**src/rtl/unary_add_pkg.sv**
```systemverilog
// Shared constants and types for the serial unary adder.
//   OP_W   : per-operand count width (operands saturate at OP_MAX)
//   SUM_W  : width of the operand sum / emit counter
//   phase_e: read (accumulate) vs write (emit) phase encoding
package unary_add_pkg;
    localparam int OP_W  = 4;
    localparam int SUM_W = 5;
    localparam logic [OP_W-1:0] OP_MAX = 4'd15;

    typedef enum logic {
        PH_READ  = 1'b0,
        PH_WRITE = 1'b1
    } phase_e;
endpackage

```
**src/rtl/unary_add_1_4_5_unary_sat_counter.sv**
```systemverilog
// Saturating up-counter for one unary operand stream.
//   clk   : clock, rising edge
//   rst_n : synchronous active-low clear
//   en    : when low the count holds
//   inc   : count one more input pulse (dropped once at OP_MAX)
//   count : current operand count
module unary_sat_counter
    import unary_add_pkg::*;
(
    input  logic            clk,
    input  logic            rst_n,
    input  logic            en,
    input  logic            inc,
    output logic [OP_W-1:0] count
);
    logic [OP_W-1:0] count_q, count_d;

    always_comb begin
        count_d = count_q;
        if (en && inc && (count_q != OP_MAX))
            count_d = count_q + 1'b1;
    end

    always_ff @(posedge clk) begin
        if (!rst_n) count_q <= '0;
        else        count_q <= count_d;
    end

    assign count = count_q;
endmodule

```
**src/rtl/unary_add_1_4_5.sv**
```systemverilog
// Serial unary adder: counts ones on A and B during the read phase, then
// replays A+B as a train of consecutive ones on dout during the write phase.
//   clk           : clock, rising edge
//   rst_n         : synchronous active-low reset, clears all state
//   en            : global enable, all state holds when low
//   read_or_write : 0 = accumulate, 1 = emit
//   A, B          : unary operand streams
//   dout          : registered unary sum stream
//   C             : registered carry, bit 4 of the current operand sum
module unary_add_1_4_5
    import unary_add_pkg::*;
(
    input  logic clk,
    input  logic rst_n,
    input  logic en,
    input  logic read_or_write,
    input  logic A,
    input  logic B,
    output logic dout,
    output logic C
);
    phase_e           phase;
    logic [OP_W-1:0]  cnt_a, cnt_b;
    logic [SUM_W-1:0] sum;
    logic [SUM_W-1:0] rem_q, rem_d;
    logic             mode_q, mode_d;
    logic             dout_q, dout_d;
    logic             c_q, c_d;

    assign phase = phase_e'(read_or_write);

    // Operands only accumulate in the read phase; A/B are ignored while emitting.
    unary_sat_counter u_cnt_a (
        .clk   (clk),
        .rst_n (rst_n),
        .en    (en),
        .inc   (A && (phase == PH_READ)),
        .count (cnt_a)
    );

    unary_sat_counter u_cnt_b (
        .clk   (clk),
        .rst_n (rst_n),
        .en    (en),
        .inc   (B && (phase == PH_READ)),
        .count (cnt_b)
    );

    // 15 + 15 = 30 fits in SUM_W bits, so no overflow handling is needed.
    assign sum = {1'b0, cnt_a} + {1'b0, cnt_b};

    always_comb begin
        rem_d  = rem_q;
        mode_d = mode_q;
        dout_d = dout_q;
        c_d    = c_q;
        if (en) begin
            mode_d = read_or_write;
            c_d    = sum[SUM_W-1];
            if (phase == PH_READ) begin
                // Also covers an aborted emission: remaining count is discarded.
                rem_d  = '0;
                dout_d = 1'b0;
            end else if (!mode_q) begin
                // First write edge only loads the emit count; ones start next edge.
                rem_d  = sum;
                dout_d = 1'b0;
            end else if (rem_q != '0) begin
                rem_d  = rem_q - 1'b1;
                dout_d = 1'b1;
            end else begin
                dout_d = 1'b0;
            end
        end
    end

    always_ff @(posedge clk) begin
        if (!rst_n) begin
            rem_q  <= '0;
            mode_q <= 1'b0;
            dout_q <= 1'b0;
            c_q    <= 1'b0;
        end else begin
            rem_q  <= rem_d;
            mode_q <= mode_d;
            dout_q <= dout_d;
            c_q    <= c_d;
        end
    end

    assign dout = dout_q;
    assign C    = c_q;
endmodule

```
**config.mk**
```make
export PLATFORM = sky130hd
export DESIGN_NAME = unary_add_1_4_5
export DESIGN_NICKNAME = d
export VERILOG_FILES = /design/src/rtl/unary_add_pkg.sv /design/src/rtl/unary_add_1_4_5_unary_sat_counter.sv /design/src/rtl/unary_add_1_4_5.sv
export SDC_FILE = /design/constraint.sdc
export NUM_CORES = 1
export LEC_CHECK = 0
export CELL_PAD_IN_SITES_DETAIL_PLACEMENT = 1
export CELL_PAD_IN_SITES_GLOBAL_PLACEMENT = 2
export CORE_MARGIN = 2
export CORE_UTILIZATION = 37
export CTS_CLUSTER_DIAMETER = 50
export CTS_CLUSTER_SIZE = 28
export DETAILED_ROUTE_END_ITERATION = 8
export PLACE_DENSITY = 0.86
export SYNTH_ARGS = -nofsm -noshare
export SYNTH_HDL_FRONTEND = slang
export SYNTH_SLANG_ARGS = --single-unit
```
**constraint.sdc**
```tcl
create_clock -name clk -period 3.43 [get_ports clk]
set_input_delay 0.686 -clock clk [delete_from_list [all_inputs] [get_ports clk]]
set_output_delay 0.686 -clock clk [all_outputs]
set_load 0.02 [all_outputs]
```
==> impl.org <==
** Routing
- After detailed routing, the number of remaining DRC violations is 0.
- Across all layers, the routed design uses slightly below 800 vias.
- For this block, the initial DRC count from the detailed router was 1.
- The detail route stage leaves a number of antenna-violating nets equal to 0.
- WL final :: about 2000 microns
- In the routed layout, each cell is associated on average with a via count of between 5 and 6.
- First drt pass iteration count :: 3
- Drt wl/cell :: between 10 and 15 microns

** Timing
- At the pin with the least slew margin, the transition time is approximately 0.51 ns.
- Achievable clock frequency :: slightly above 500 MHz
- Worst Clk Skew :: between 0.004 and 0.005 ns
- Relative max-transition margin :: 0.663
- Total of endpoints with negative setup slack in the final report :: 0
- RSZ-0062 raised after global routing :: false
- Final number of max-transition violations :: 0
- Post-route setup TNS :: 0 ns
- Time the final worst path needs with I/O delays and setup :: about 2.0 ns
- The hold violation count in the final report was 0.
- Period utilization :: 0.570

** Setup path
- Data arrives at the worst endpoint at between 2 and 2.5 ns.
- Setup Crit Path Kind :: in -> reg
- STA classifies the critical path endpoint as a register.
- Along the worst path, the maximum fanout reaches 10.
- STA classifies the critical path startpoint as an input port.
- For the worst setup path, the data required time is 3.66 ns.

** Synthesis
- Of the total synthesized cell area, the portion taken by AND, OR, NAND and NOR gates is 0.269.
- Of the total synthesized cell area, the portion taken by XOR and XNOR cells is 0.0561.
- Compound-cell area share of the yosys netlist :: 0.150
- Of the post-synthesis cell area, the part taken by muxes is 0.0321.
- The share of the Yosys chip area taken by registers is 0.342.
- Synth Net Count :: 117
- Counting distinct cell types in the post-synthesis netlist gives 32.
- The synthesized design contains 0 enable-type register cells.
- Async SR Flop Fraction :: 0
- Post-synthesis adder-cell area fraction :: 0.115
- The cell area that synthesis handed to floorplanning was 936 sq um.
- Synthesis handed over a netlist of about 100 instances.
- Syn Area/Cell :: 9.09 sq um
- Ys flop type :: dfxtp_1
- Synthesis inferred 16 register bits.
- Largest family of logic cells by synthesized area :: simple AND/OR/NAND/NOR gates
- Warning count from the yosys run :: 0

** Power and ir drop
- Fraction of power consumed by the clock network :: 0.350
- Part of the total power dissipated in sequential elements :: 0.532
- Maximum VDD drop :: 0.282 mV
- Static leakage power :: just over 0.4 nW
- Cell-internal power :: between 0.2 and 0.3 mW
- Sw frac :: 0.255
- Summed over all nets, the switching power comes to approximately 0.094 mW.
- Design Power :: 0.370 mW
- Of the total power, combinational logic draws 0.118.
- Power per unit of standard cell area :: ~350 mW/mm^2

** Placed design
- Detailed placement finished with a half-perimeter wire length of approximately 1600 microns.
- Placed cell areas :: 0.00102 sq mm
- At the end of routability-driven placement, the weighted congestion stood at just under 0.7.
- Buffers placed on the I/O ports in this run total 7.

** Global routing
- Across every metal layer, demand over resource in global routing totals 0.165.
- Summed over all layers, the global routing overflow is 0.
- Antenna violations before repair :: 0
- Largest net degree at the start of global routing :: 17
- The via count of the first global-routing pass is roughly 730.
- The first global-routing pass estimated 3420 microns of wire.

** Status
- The run finished with clean final reports.

** CTS
- TritonCTS clock tree :: yes
- After clock tree synthesis, the clock-pin slew on the worst setup and hold paths is 0.10 ns.
- Buffers inserted to repair hold after CTS numbered 0.
- Clk_lat worst skew :: roughly 0.29 ns
- Setup Fix Bufs, Post-CTS :: 0
- Max Root-Sink Buffers :: 2
- CTS saw 16 sinks.
- The tree is rooted in a clkbuf_4.
- Counting the buffers created by CTS gives 3.
- The number of gates resized after CTS was 0.
- CTS H-Tree Depth :: 1

** Cells and area
- The layout has 308 filler cells.
- The repair_antennas step left the layout with diodes totalling 0.
- In the final layout, the share of cells above drive strength 1 is 0.0901.
- Compared with the post-synthesis result, the final layout area differs by 13.4%.
- The finished cells cover 0.00106 sq mm.
- Final #Nets :: around 130

** Floorplanning
- Die ar. :: around 0.0029 sq mm
- Site row count :: 18
- Starting density of the core :: 0.385
- Measured along the x axis, the die boundary spans around 54 microns.
- Die Y-Extent :: 54.3 microns
- Number of primary I/O pins :: 8
- The core region is around 0.0024 sq mm.

** Min path
- The path class of the tightest hold or removal check is reg -> reg.

** Flow run
- Max-cap violations in this run came to 0.
sequential cells by signal (all words and copies together) (netlist names):
| name | flops |
|---|---|
| C | 1 |
| dout | 1 |
| mode_q | 1 |
| rem_q | 5 |
| u_cnt_a.count | 4 |
| u_cnt_b.count | 4 |
layer usage:
metal | vias to the layer above | part of all wire | track usage | routed length, microns
met2 | 8 | 0.48 | 0.265 | 979
met5 | - | 0 | 0 | 0
met1 | 378 | 0.48 | 0.207 | 975
met3 | 5 | 0.031 | 0.0628 | 63
li1 | 392 | - | - | -
met4 | 0 | 0.010 | 0.0458 | 21
synthesized netlist by cell type, types with 2 or more instances:
| master | instances | area share |
|---|---|---|
| nor3_1 | 2 | 0.011 |
| a31oi_1 | 4 | 0.027 |
| nand3_1 | 5 | 0.027 |
| xnor2_1 | 2 | 0.019 |
| nand2_1 | 6 | 0.024 |
| nand3_4 | 2 | 0.037 |
| nor2_1 | 10 | 0.040 |
| o21ai_0 | 4 | 0.021 |
| mux2i_1 | 3 | 0.032 |
| nand3b_1 | 2 | 0.016 |
| ha_1 | 7 | 0.094 |
| clkbuf_1 | 2 | 0.0080 |
| nand2b_1 | 3 | 0.020 |
| or3_1 | 2 | 0.013 |
| inv_1 | 4 | 0.016 |
| a21oi_1 | 9 | 0.048 |
| dfxtp_1 | 16 | 0.34 |
| xor2_1 | 4 | 0.037 |
| nand4_1 | 3 | 0.020 |
path summary, 6_finish.rpt:
check                           startpoint                             to  slack (ns)  cells after the start
max                          read_or_write  u_cnt_b.count[3]$_SDFFE_PN0P_        1.47                      5
min                  rem_q[1]$_SDFFE_PN0P_          rem_q[1]$_SDFFE_PN0P_        0.50                      2
max reg2reg  u_cnt_a.count[0]$_SDFFE_PN0P_          rem_q[4]$_SDFFE_PN0P_        1.68                      6
min reg2reg          rem_q[1]$_SDFFE_PN0P_          rem_q[1]$_SDFFE_PN0P_        0.50                      2
cells by family (layout without fill, tap and decap cells):
group,count (synthesis),count (layout)
simple gates,40,40
compound gates,23,23
flops,16,16
fa+ha+maj,8,8
buf+inv,7,15
xor+xnor,6,6
mux,3,3
final cells by class:
class,instances,area [sq um],area share
repair buffers,7,70.1,0.0660
flip-flops and latches,16,320,0.302
clock buffers,4,36.3,0.0342
inverters,4,15.0,0.0142
well taps,30,37.5,0.0354
multi-input cells,80,582,0.548
worst max-delay path: stages:
cell and delay, ns:
clkdlybuf4s50_1 0.61, nor2b_4 0.29, nand3_4 0.12, or3_1 0.35, a21oi_1 0.13
cells in the final DEF (no fill, tap or decap), types with 2 or more instances in the layout:
master / instances
dfxtp_1: 16
nor2_1: 10
a21oi_1: 9
ha_1: 7
clkdlybuf4s50_1: 7
nand2_1: 6
nand3_1: 5
inv_1: 4
o21ai_0: 4
a31oi_1: 4
xor2_1: 4
nand2b_1: 3
mux2i_1: 3
nand4_1: 3
clkbuf_4: 3
nand3_4: 2
or3_1: 2
nor3_1: 2
xnor2_1: 2
nand3b_1: 2
metrics by stage:
step	hold WS, ns	cells	util	setup slack (ns)
final	0.501	141	0.436	1.47
after global routing	0.547	141	0.436	1.39
after CTS	0.503	141	0.436	1.47
after detailed placement	0.487	137	0.421	1.18
after global placement	0.473	137	0.421	1.20
after floorplan	0.459	103	-	1.82
power by group through the flow:
stage	Sequential [mW]	Combinational, mW	Clock, mW
floorplan	0.199	0.0303	0
global placement	0.201	0.0428	0
detailed placement	0.201	0.0438	0
CTS	0.197	0.0441	0.135
global route	0.198	0.0479	0.143
finish	0.197	0.0436	0.129
(Power assumes the default switching activity.)
